--- src/rtl/cpu_pkg.sv ---
// Shared definitions for the 4-bit CPU fetch/decode sequencer: instruction
// format, opcodes, FSM state encoding and the decoded-field bundle.
package cpu_pkg;

   localparam int unsigned PC_W_DEF    = 3;
   localparam int unsigned INSTR_W_DEF = 8;

   localparam logic [1:0] OP_ADD   = 2'b00;
   localparam logic [1:0] OP_AND   = 2'b01;
   localparam logic [1:0] OP_LOAD  = 2'b10;
   localparam logic [1:0] OP_STORE = 2'b11;

   localparam logic [INSTR_W_DEF-1:0] INSTR_HALT = 8'h00;

   // Field LSB positions within the 8-bit word; every field is 2 bits wide
   localparam int unsigned OPC_LSB = 6;
   localparam int unsigned RD_LSB  = 4;
   localparam int unsigned RS_LSB  = 2;
   localparam int unsigned MA_LSB  = 0;

   typedef enum logic [2:0] {
      ST_IDLE   = 3'd0,
      ST_FETCH  = 3'd1,
      ST_DECODE = 3'd2,
      ST_EXEC   = 3'd3,
      ST_WB     = 3'd4,
      ST_HALT   = 3'd5
   } state_t;

   typedef struct packed {
      logic [1:0] opcode;
      logic [1:0] rd;
      logic [1:0] rs;
      logic [1:0] mem_addr;
      logic       is_halt;
   } instr_fields_t;

endpackage

--- src/rtl/instr_field_decode.sv ---
// Combinational split of the instruction register into its fields, with the
// all-zero word flagged as HALT rather than ADD R0,R0.
import cpu_pkg::*;

module instr_field_decode (
   input  logic [INSTR_W_DEF-1:0] i_ir,
   output instr_fields_t          o_fields
);

   always_comb begin
      o_fields          = '0;
      o_fields.opcode   = i_ir[OPC_LSB +: 2];
      o_fields.rd       = i_ir[RD_LSB  +: 2];
      o_fields.rs       = i_ir[RS_LSB  +: 2];
      o_fields.mem_addr = i_ir[MA_LSB  +: 2];
      o_fields.is_halt  = (i_ir == INSTR_HALT);
   end

endmodule

--- src/rtl/fetch_decode_ctrl.sv ---
// Fixed 4-cycle fetch/decode/execute/writeback sequencer: drives the PC,
// latches the instruction register and issues registered one-cycle strobes.
import cpu_pkg::*;

module fetch_decode_ctrl #(
   parameter int unsigned PC_W    = PC_W_DEF,
   parameter int unsigned INSTR_W = INSTR_W_DEF
) (
   input  logic               clk,
   input  logic               reset,
   input  logic               start,
   output logic [PC_W-1:0]    pc_addr,
   input  logic [INSTR_W-1:0] instr_in,
   output logic               alu_op,
   output logic               alu_en,
   output logic [1:0]         rd,
   output logic [1:0]         rs,
   output logic [1:0]         mem_addr,
   output logic               mem_re,
   output logic               mem_we,
   output logic               reg_we,
   output logic               busy,
   output logic               halted
);

   state_t             r_state;
   logic [PC_W-1:0]    r_pc;
   logic [INSTR_W-1:0] r_ir;
   logic [1:0]         r_opcode;
   logic [1:0]         r_rd;
   logic [1:0]         r_rs;
   logic [1:0]         r_mem_addr;
   logic               r_alu_op;
   logic               r_alu_en;
   logic               r_mem_re;
   logic               r_mem_we;
   logic               r_reg_we;
   logic               r_busy;
   logic               r_halted;

   instr_fields_t      w_dec;

   instr_field_decode u_decode (
      .i_ir     (r_ir),
      .o_fields (w_dec)
   );

   // Strobes are registered on the transition into their state, so each is a
   // clean Moore output and the default-clear keeps them to one cycle.
   always_ff @(posedge clk) begin
      if (reset) begin
         r_state    <= ST_IDLE;
         r_pc       <= '0;
         r_ir       <= '0;
         r_opcode   <= '0;
         r_rd       <= '0;
         r_rs       <= '0;
         r_mem_addr <= '0;
         r_alu_op   <= 1'b0;
         r_alu_en   <= 1'b0;
         r_mem_re   <= 1'b0;
         r_mem_we   <= 1'b0;
         r_reg_we   <= 1'b0;
         r_busy     <= 1'b0;
         r_halted   <= 1'b0;
      end else begin
         r_alu_en <= 1'b0;
         r_mem_re <= 1'b0;
         r_mem_we <= 1'b0;
         r_reg_we <= 1'b0;
         case (r_state)
            ST_IDLE, ST_HALT: begin
               if (start) begin
                  r_state  <= ST_FETCH;
                  r_pc     <= '0;
                  r_busy   <= 1'b1;
                  r_halted <= 1'b0;
               end
            end
            ST_FETCH: begin
               r_ir    <= instr_in;
               r_state <= ST_DECODE;
            end
            ST_DECODE: begin
               if (w_dec.is_halt) begin
                  r_state  <= ST_HALT;
                  r_busy   <= 1'b0;
                  r_halted <= 1'b1;
               end else begin
                  r_state    <= ST_EXEC;
                  r_opcode   <= w_dec.opcode;
                  r_rd       <= w_dec.rd;
                  r_rs       <= w_dec.rs;
                  r_mem_addr <= w_dec.mem_addr;
                  r_alu_op   <= (w_dec.opcode == OP_AND);
                  case (w_dec.opcode)
                     OP_ADD, OP_AND: r_alu_en <= 1'b1;
                     OP_LOAD:        r_mem_re <= 1'b1;
                     default:        r_mem_we <= 1'b1;
                  endcase
               end
            end
            ST_EXEC: begin
               r_state  <= ST_WB;
               r_reg_we <= (r_opcode != OP_STORE);
            end
            ST_WB: begin
               r_state <= ST_FETCH;
               r_pc    <= r_pc + PC_W'(1);
            end
            default: begin
               r_state <= ST_IDLE;
               r_busy  <= 1'b0;
            end
         endcase
      end
   end

   assign pc_addr  = r_pc;
   assign alu_op   = r_alu_op;
   assign alu_en   = r_alu_en;
   assign rd       = r_rd;
   assign rs       = r_rs;
   assign mem_addr = r_mem_addr;
   assign mem_re   = r_mem_re;
   assign mem_we   = r_mem_we;
   assign reg_we   = r_reg_we;
   assign busy     = r_busy;
   assign halted   = r_halted;

endmodule
--- config.mk ---
export PLATFORM = sky130hd
export DESIGN_NAME = fetch_decode_ctrl
export DESIGN_NICKNAME = d
export VERILOG_FILES = /design/src/rtl/cpu_pkg.sv /design/src/rtl/instr_field_decode.sv /design/src/rtl/fetch_decode_ctrl.sv
export SDC_FILE = /design/constraint.sdc
export NUM_CORES = 1
export LEC_CHECK = 0
export CORE_ASPECT_RATIO = 0.6
export CORE_UTILIZATION = 54
export CTS_CLUSTER_DIAMETER = 200
export CTS_CLUSTER_SIZE = 14
export DETAILED_ROUTE_END_ITERATION = 10
export DONT_BUFFER_PORTS = 1
export PLACE_DENSITY = 0.68
export SLEW_MARGIN = 20
export SYNTH_ARGS = -nofsm -noshare
export SYNTH_HDL_FRONTEND = slang
export SYNTH_SLANG_ARGS = --single-unit
--- constraint.sdc ---
create_clock -name clk -period 1.95 [get_ports clk]
set_clock_uncertainty 0.05 [all_clocks]
set_input_delay 0.39 -clock clk [delete_from_list [all_inputs] [get_ports clk]]
set_output_delay 0.39 -clock clk [all_outputs]
set_load 0.02 [all_outputs]
==> flow_metrics.py, run 1 <==
metrics = {
    "detailed_routing": {
        "routed_wl_um": 2590,
        "first_pass_iters": 4,
        "drcViolationCount": 0,
        "final_antenna_net_count": 0,
        "dr_total_vias": 930,
        "routed_via_density": 5.96,
        "drt_iter0_drc": 80,
        "wl_per_cell_um": 16.6,
    },
    "finish": {
        "drive_above_1_share": 0.148,
        "diodes": 0,
        "synthToLayoutAreaGrowth_pct": 10.6,
        "finalNetCount": 140,
    },
    "global_route": {
        "overflow": 0,
        "grt_first_pass_wirelength_um": 3990,
        "antenna_found_initial": 0,
        "grtUsageTotal": 0.237,
        "grt_max_degree": 24,
        "grt_pass1_vias": 847,
    },
    "sta": {
        "hold_viol_final": 0,
        "fin_crit_sh": 0.841,
        "max_freq_ghz": 0.610,
        "min_period_ns": 1.64,
        "slew_viol_final": 0,
        "setup_viol": 0,
        "worstMarginPinSlew_ns": 0.442,
        "rsz0062_at_grt": "no",
        "setup_ws_ns": 0.310,
        "max_slew_margin": 0.705,
        "tns_ns": 0,
    },
    "worst_setup_path": {
        "crit_required_ns": 2.12,
        "cp_max_fo": 10,
        "worst_setup_path_start_kind": "register",
        "critPathCaptureType": "register",
        "critPathArrivalTime_ns": 1.81,
        "path_class": "reg2reg",
    },
    "cts": {
        "post_cts_buffers": 0,
        "cts_resized": 0,
        "cts_tree": "built",
        "ctsHoldBuffers": 0,
        "clockBufferDepth": 2,
        "path_clk_slew_ns": 0.06,
        "clk_latency_ns": 0.28,
        "cts_buffers": 5,
        "cts-root-buf": "clkbuf_8",
        "htree_levels": 2,
        "numClockSinks": 29,
    },
    "placement": {
        "dpl.hpwl_um": 1780,
        "place_ws_ns": 0.350,
        "numPortBuffers": 0,
        "place_congestion": 0.751,
    },
    "yosys": {
        "yosys_warnings": 0,
        "synth_cell_types": 31,
        "synthCells": 123,
        "seq_area_frac_synth": 0.478,
        "syn_area_um2": 1210,
        "syn-num-nets": 135,
        "synth_area_per_cell_um2": 9.88,
        "ys_ff_latch": 29,
    },
    "floorplanning": {
        "ios": 27,
        "die_y_um": 38.7,
        "die_area_um2": 2450,
        "core_um2": 1980,
        "start_util": 0.613,
        "fp.dieW_um": 63.2,
        "rows": 12,
    },
    "run": {
        "cap_violations": 0,
    },
    "pwr": {
        "leakage_nw": 0.499,
        "ir_drop_uv": 462,
        "powerDensity_nw_per_um2": 994,
        "seqPwrFrac": 0.502,
        "fin_total_pwr_w": 0.00134,
        "power_switching_w": 0.000352,
        "pwr-share-clk": 0.365,
        "swShare": 0.263,
        "comb_power_share": 0.133,
        "p_int_w": 0.000984,
    },
    "status": {
        "status": "completed",
    },
    "min_path": {
        "hold_class": "in2reg",
    },
}
==> through the flow <==
stage	instances	cell area [um2]	hold WS [ns]	utilization
after global placement	149	1260	0.372	0.634
final	156	1340	0.129	0.678
after detailed placement	149	1260	0.386	0.634
after floorplan	123	1210	0.355	-
after CTS	156	1340	0.121	0.678
after global routing	156	1340	0.124	0.678
==> cell families after synthesis <==
group                      share of synthesized area
AOI/OAI and AO/OA                              0.187
xor gates and xnor gates                     0.00721
adders and majority gates                     0.0103
buffers and inverters                         0.0340
DFF                                            0.478
muxes                                         0.0659
and+or+nand+nor                                0.217
==> cell usage in the layout, fill, tap and decap left out, drive strengths merged, types with 2 or more instances in the layout <==
master and instances:
nor2 13, mux2i 8, o31ai 2, buf 5
inv 3, o21ai 7, a21oi 7, dfxtp 29
or4 3, nor2b 7, nand2 3, o211ai 2
and3 2, a32o 8, nand2b 5, nor3b 3
clkbuf 7, nor4 2, o31a 2
==> layout make-up <==
| type | instances | area [um2] |
|---|---|---|
| clock buffers | 7 | 86.3 |
| fillers | 172 | 638 |
| inverters | 3 | 11.3 |
| multi-input cells | 84 | 593 |
| flip-flops and latches | 29 | 581 |
| well taps | 28 | 35.0 |
| repair buffers | 5 | 37.5 |
==> synth_stat cells <==
library cell	count	area (um2)
dfxtp_1	29	581
nor2_1	13	48.8
a32o_1	8	80.1
mux2i_1	8	80.1
a21oi_1	7	35.0
nor2b_1	7	43.8
nand2b_1	5	31.3
o21ai_0	5	25.0
clkbuf_1	4	15.0
buf_2	3	15.0
inv_1	3	11.3
nand2_1	3	11.3
or4_4	3	33.8
and3_1	2	12.5
nor3b_1	2	15.0
nor4_1	2	12.5
o211ai_1	2	15.0
o21ai_2	2	17.5
o31a_1	2	17.5
o31ai_1	2	15.0
a211oi_1	1	7.51
a31o_2	1	8.76
a31oi_1	1	6.26
ha_1	1	12.5
nand3_1	1	5.00
nand3b_1	1	7.51
nor3b_4	1	18.8
nor4b_1	1	8.76
or3_1	1	6.26
or3b_2	1	8.76
xor2_1	1	8.76
==> flip-flops by register name, indices dropped and copies added, names as in the netlist, 2 cells and up <==
| signal | cells |
|---|---|
| rs | 2 |
| mem_addr | 2 |
| rd | 2 |
| r_ir | 8 |
| r_state | 3 |
| pc_addr | 3 |
| r_opcode | 2 |
==> worst paths after layout <==
kind / from / cells past startpoint / slack [ns] / endpoint
worst max-delay path: r_ir[6]$_SDFFE_PP0N_ / 3 / 0.31 / r_opcode[1]$_SDFFE_PP0P_
worst min-delay path: reset / 1 / 0.13 / r_ir[7]$_SDFFE_PP0N_
worst min register to register: r_opcode[1]$_SDFFE_PP0P_ / 1 / 0.39 / reg_we$_SDFF_PP0_
worst max register to register: r_ir[6]$_SDFFE_PP0N_ / 3 / 0.31 / r_opcode[1]$_SDFFE_PP0P_
==> layer usage <==
layer,up-vias,part of all wire,track usage
met5,-,0,0
met4,0,0.016,0.170
met3,5,0.069,0.0706
met2,38,0.42,0.347
met1,429,0.50,0.304
li1,458,-,-
==> power by group through the flow <==
stage                     Combinational [W]  Sequential [W]  Clock (W)
after floorplan                    0.000152        0.000666          0
after global placement             0.000170        0.000681          0
after detailed placement           0.000174        0.000683          0
after CTS                          0.000176        0.000670   0.000497
after global routing               0.000197        0.000675   0.000512
final                              0.000177        0.000671   0.000488
==> critical path, cell delays in order (launching register included) <==
cell and delay [ns]:
dfxtp_1 0.36, or4_4 0.57, o21ai_2 0.39, a32o_1 0.22
Note: power is estimated with default switching activity, not from simulation.
==> inputs of run 2 (changes only) <==
==> constraint.sdc (replaced) <==
create_clock -name clk -period 1.57 [get_ports clk]
set_clock_uncertainty 0.05 [all_clocks]
set_input_delay 0.314 -clock clk [delete_from_list [all_inputs] [get_ports clk]]
set_output_delay 0.314 -clock clk [all_outputs]
set_load 0.02 [all_outputs]
==> run 2 against run 1 <==
  * Critical path depth unchanged
  * Critical path type unchanged
  * Total power increased by 26%
  * Sequential power grew 21%
  * First-iteration DRC count rose by 45%
  * Utilization is 4.5 points higher
  * Clock-buffer cell count stayed put
  * Global-route usage increased by 2.1 points
  * Via count up 7.0%
  * Cell area is 6.7% higher
  * Final cell count up 7.7%
  * Flip-flop and latch count is the same
  * Hold slack worse by 0.076 ns
==> flow_metrics.py, run 2 (synthesis gave the netlist of run 1 again) <==
metrics = {
    "sta": {
        "min_period_ns": 1.55,
        "slew_viol_final": 0,
        "max_slew_margin": 0.700,
        "max_freq_ghz": 0.644,
        "worstMarginPinSlew_ns": 0.449,
        "fin_crit_sh": 0.988,
        "setup_viol": 0,
        "setup_ws_ns": 0.0182,
        "holdWs_ns": 0.0527,
        "hold_viol_final": 0,
        "rsz0062_at_grt": "yes",
    },
    "detailed_routing": {
        "routed_via_density": 5.92,
        "final_antenna_net_count": 0,
        "drt_iter0_drc": 116,
        "first_pass_iters": 4,
        "drcViolationCount": 0,
        "wl_per_cell_um": 16.6,
        "dr_total_vias": 995,
        "routed_wl_um": 2790,
    },
    "finish": {
        "synthToLayoutAreaGrowth_pct": 18.0,
        "regMostFlops": "r_ir",
        "drive_above_1_share": 0.221,
        "diodes": 0,
        "finalNetCount": 152,
        "final_cell_mix": "29 x dfxtp_1, 17 x buf_4, 13 x nor2_1",
        "layout_commonest_cell": "dfxtp_1",
        "largest_register_ffs": 8,
        "fin_area_um2": 1430,
    },
    "floorplanning": {
        "rows": 12,
        "die_y_um": 38.7,
        "start_util": 0.613,
        "ios": 27,
        "core_um2": 1980,
        "fp.dieW_um": 63.2,
        "die_area_um2": 2450,
    },
    "cts": {
        "ctsHoldBuffers": 0,
        "clk_latency_ns": 0.27,
        "cts_buffers": 5,
        "cts_resized": 0,
        "numClockSinks": 29,
        "post_cts_buffers": 0,
        "path_clk_slew_ns": 0.06,
        "cts_tree": "built",
        "htree_levels": 2,
        "cts-root-buf": "clkbuf_8",
        "clockBufferDepth": 2,
    },
    "min_path": {
        "hold_class": "in2reg",
        "whs_path_depth": 1,
    },
    "pwr": {
        "leakage_nw": 0.561,
        "powerDensity_nw_per_um2": 1180,
        "ir_drop_uv": 671,
    },
    "worst_setup_path": {
        "path_class": "reg2reg",
        "critPathCaptureType": "register",
        "critPathArrivalTime_ns": 1.71,
        "rr_worst_depth": 3,
        "cp_max_fo": 3,
        "crit_required_ns": 1.73,
        "worst_setup_path_start_kind": "register",
    },
    "global_route": {
        "busiest_layer": "met2",
        "grt_use_met2": 0.427,
        "grt_pass1_vias": 965,
        "gr-usage-met3": 0.0882,
        "antenna_found_initial": 0,
        "grtUsageTotal": 0.259,
        "overflow": 0,
        "grt_max_degree": 24,
        "grt_util_met1": 0.329,
        "grt_first_pass_wirelength_um": 4530,
    },
    "status": {
        "status": "completed",
    },
    "placement": {
        "place_ws_ns": 0.0239,
        "place_congestion": 0.797,
        "numPortBuffers": 0,
        "place_area_um2": 1350,
        "dpl.hpwl_um": 1950,
    },
    "run": {
        "cap_violations": 0,
    },
}
==> run 2: through the flow <==
| stage | utilization | power, W | instances | TNS [ns] |
|---|---|---|---|---|
| after floorplan | - | 0.00102 | 123 | 0 |
| after global placement | 0.680 | 0.00109 | 161 | 0 |
| after detailed placement | 0.680 | 0.00110 | 161 | 0 |
| after CTS | 0.723 | 0.00170 | 168 | 0 |
| after global routing | 0.723 | 0.00176 | 168 | -0.0158 |
| final | 0.723 | 0.00169 | 168 | 0 |
==> run 2: final timing paths <==
kind / start / slack, ns / to
min: reset / 0.05 / r_state[0]$_SDFFE_PP0P_
max: r_ir[3]$_SDFFE_PP0N_ / 0.02 / r_state[2]$_SDFFE_PP0P_
max reg2reg: r_ir[3]$_SDFFE_PP0N_ / 0.02 / r_state[2]$_SDFFE_PP0P_
min reg2reg: r_opcode[0]$_SDFFE_PP0P_ / 0.41 / reg_we$_SDFF_PP0_
==> run 2: metal layers <==
layer / vias to the layer above / wire (um)
met4: 0 / 14
met1: 483 / 1360
met5: - / 0
met2: 26 / 1240
li1: 484 / -
met3: 2 / 173
==> run 2: report_power, final <==
group / switching, W / total (W) / internal (W)
logic: 0.000148 / 0.000278 / 0.000129
registers: 0.0000367 / 0.000809 / 0.000772
clock network: 0.000253 / 0.000600 / 0.000347
==> run 2: layout make-up <==
cell class,instances,area (um2)
well taps,28,35.0
repair buffers,17,128
clock buffers,7,86.3
flip-flops and latches,29,581
fillers,163,548
inverters,3,11.3
multi-input cells,84,593
==> run 2: worst max-delay path, cell delays in order, from the launching register on <==
cell and delay, ns:
dfxtp_1 0.31, or4_4 0.55, or4_4 0.52, o21ai_2 0.06
==> inputs of run 3 (changes only) <==
--- a/config.mk
+++ b/config.mk
@@ -5,6 +5,7 @@
 export SDC_FILE = /design/constraint.sdc
 export NUM_CORES = 1
 export LEC_CHECK = 0
+export ABC_AREA = 0
 export CORE_ASPECT_RATIO = 0.6
 export CORE_UTILIZATION = 54
 export CTS_CLUSTER_DIAMETER = 200
==> results of run 3 <==
No change in the layout: final DEF, timing and power equal those of run 2.
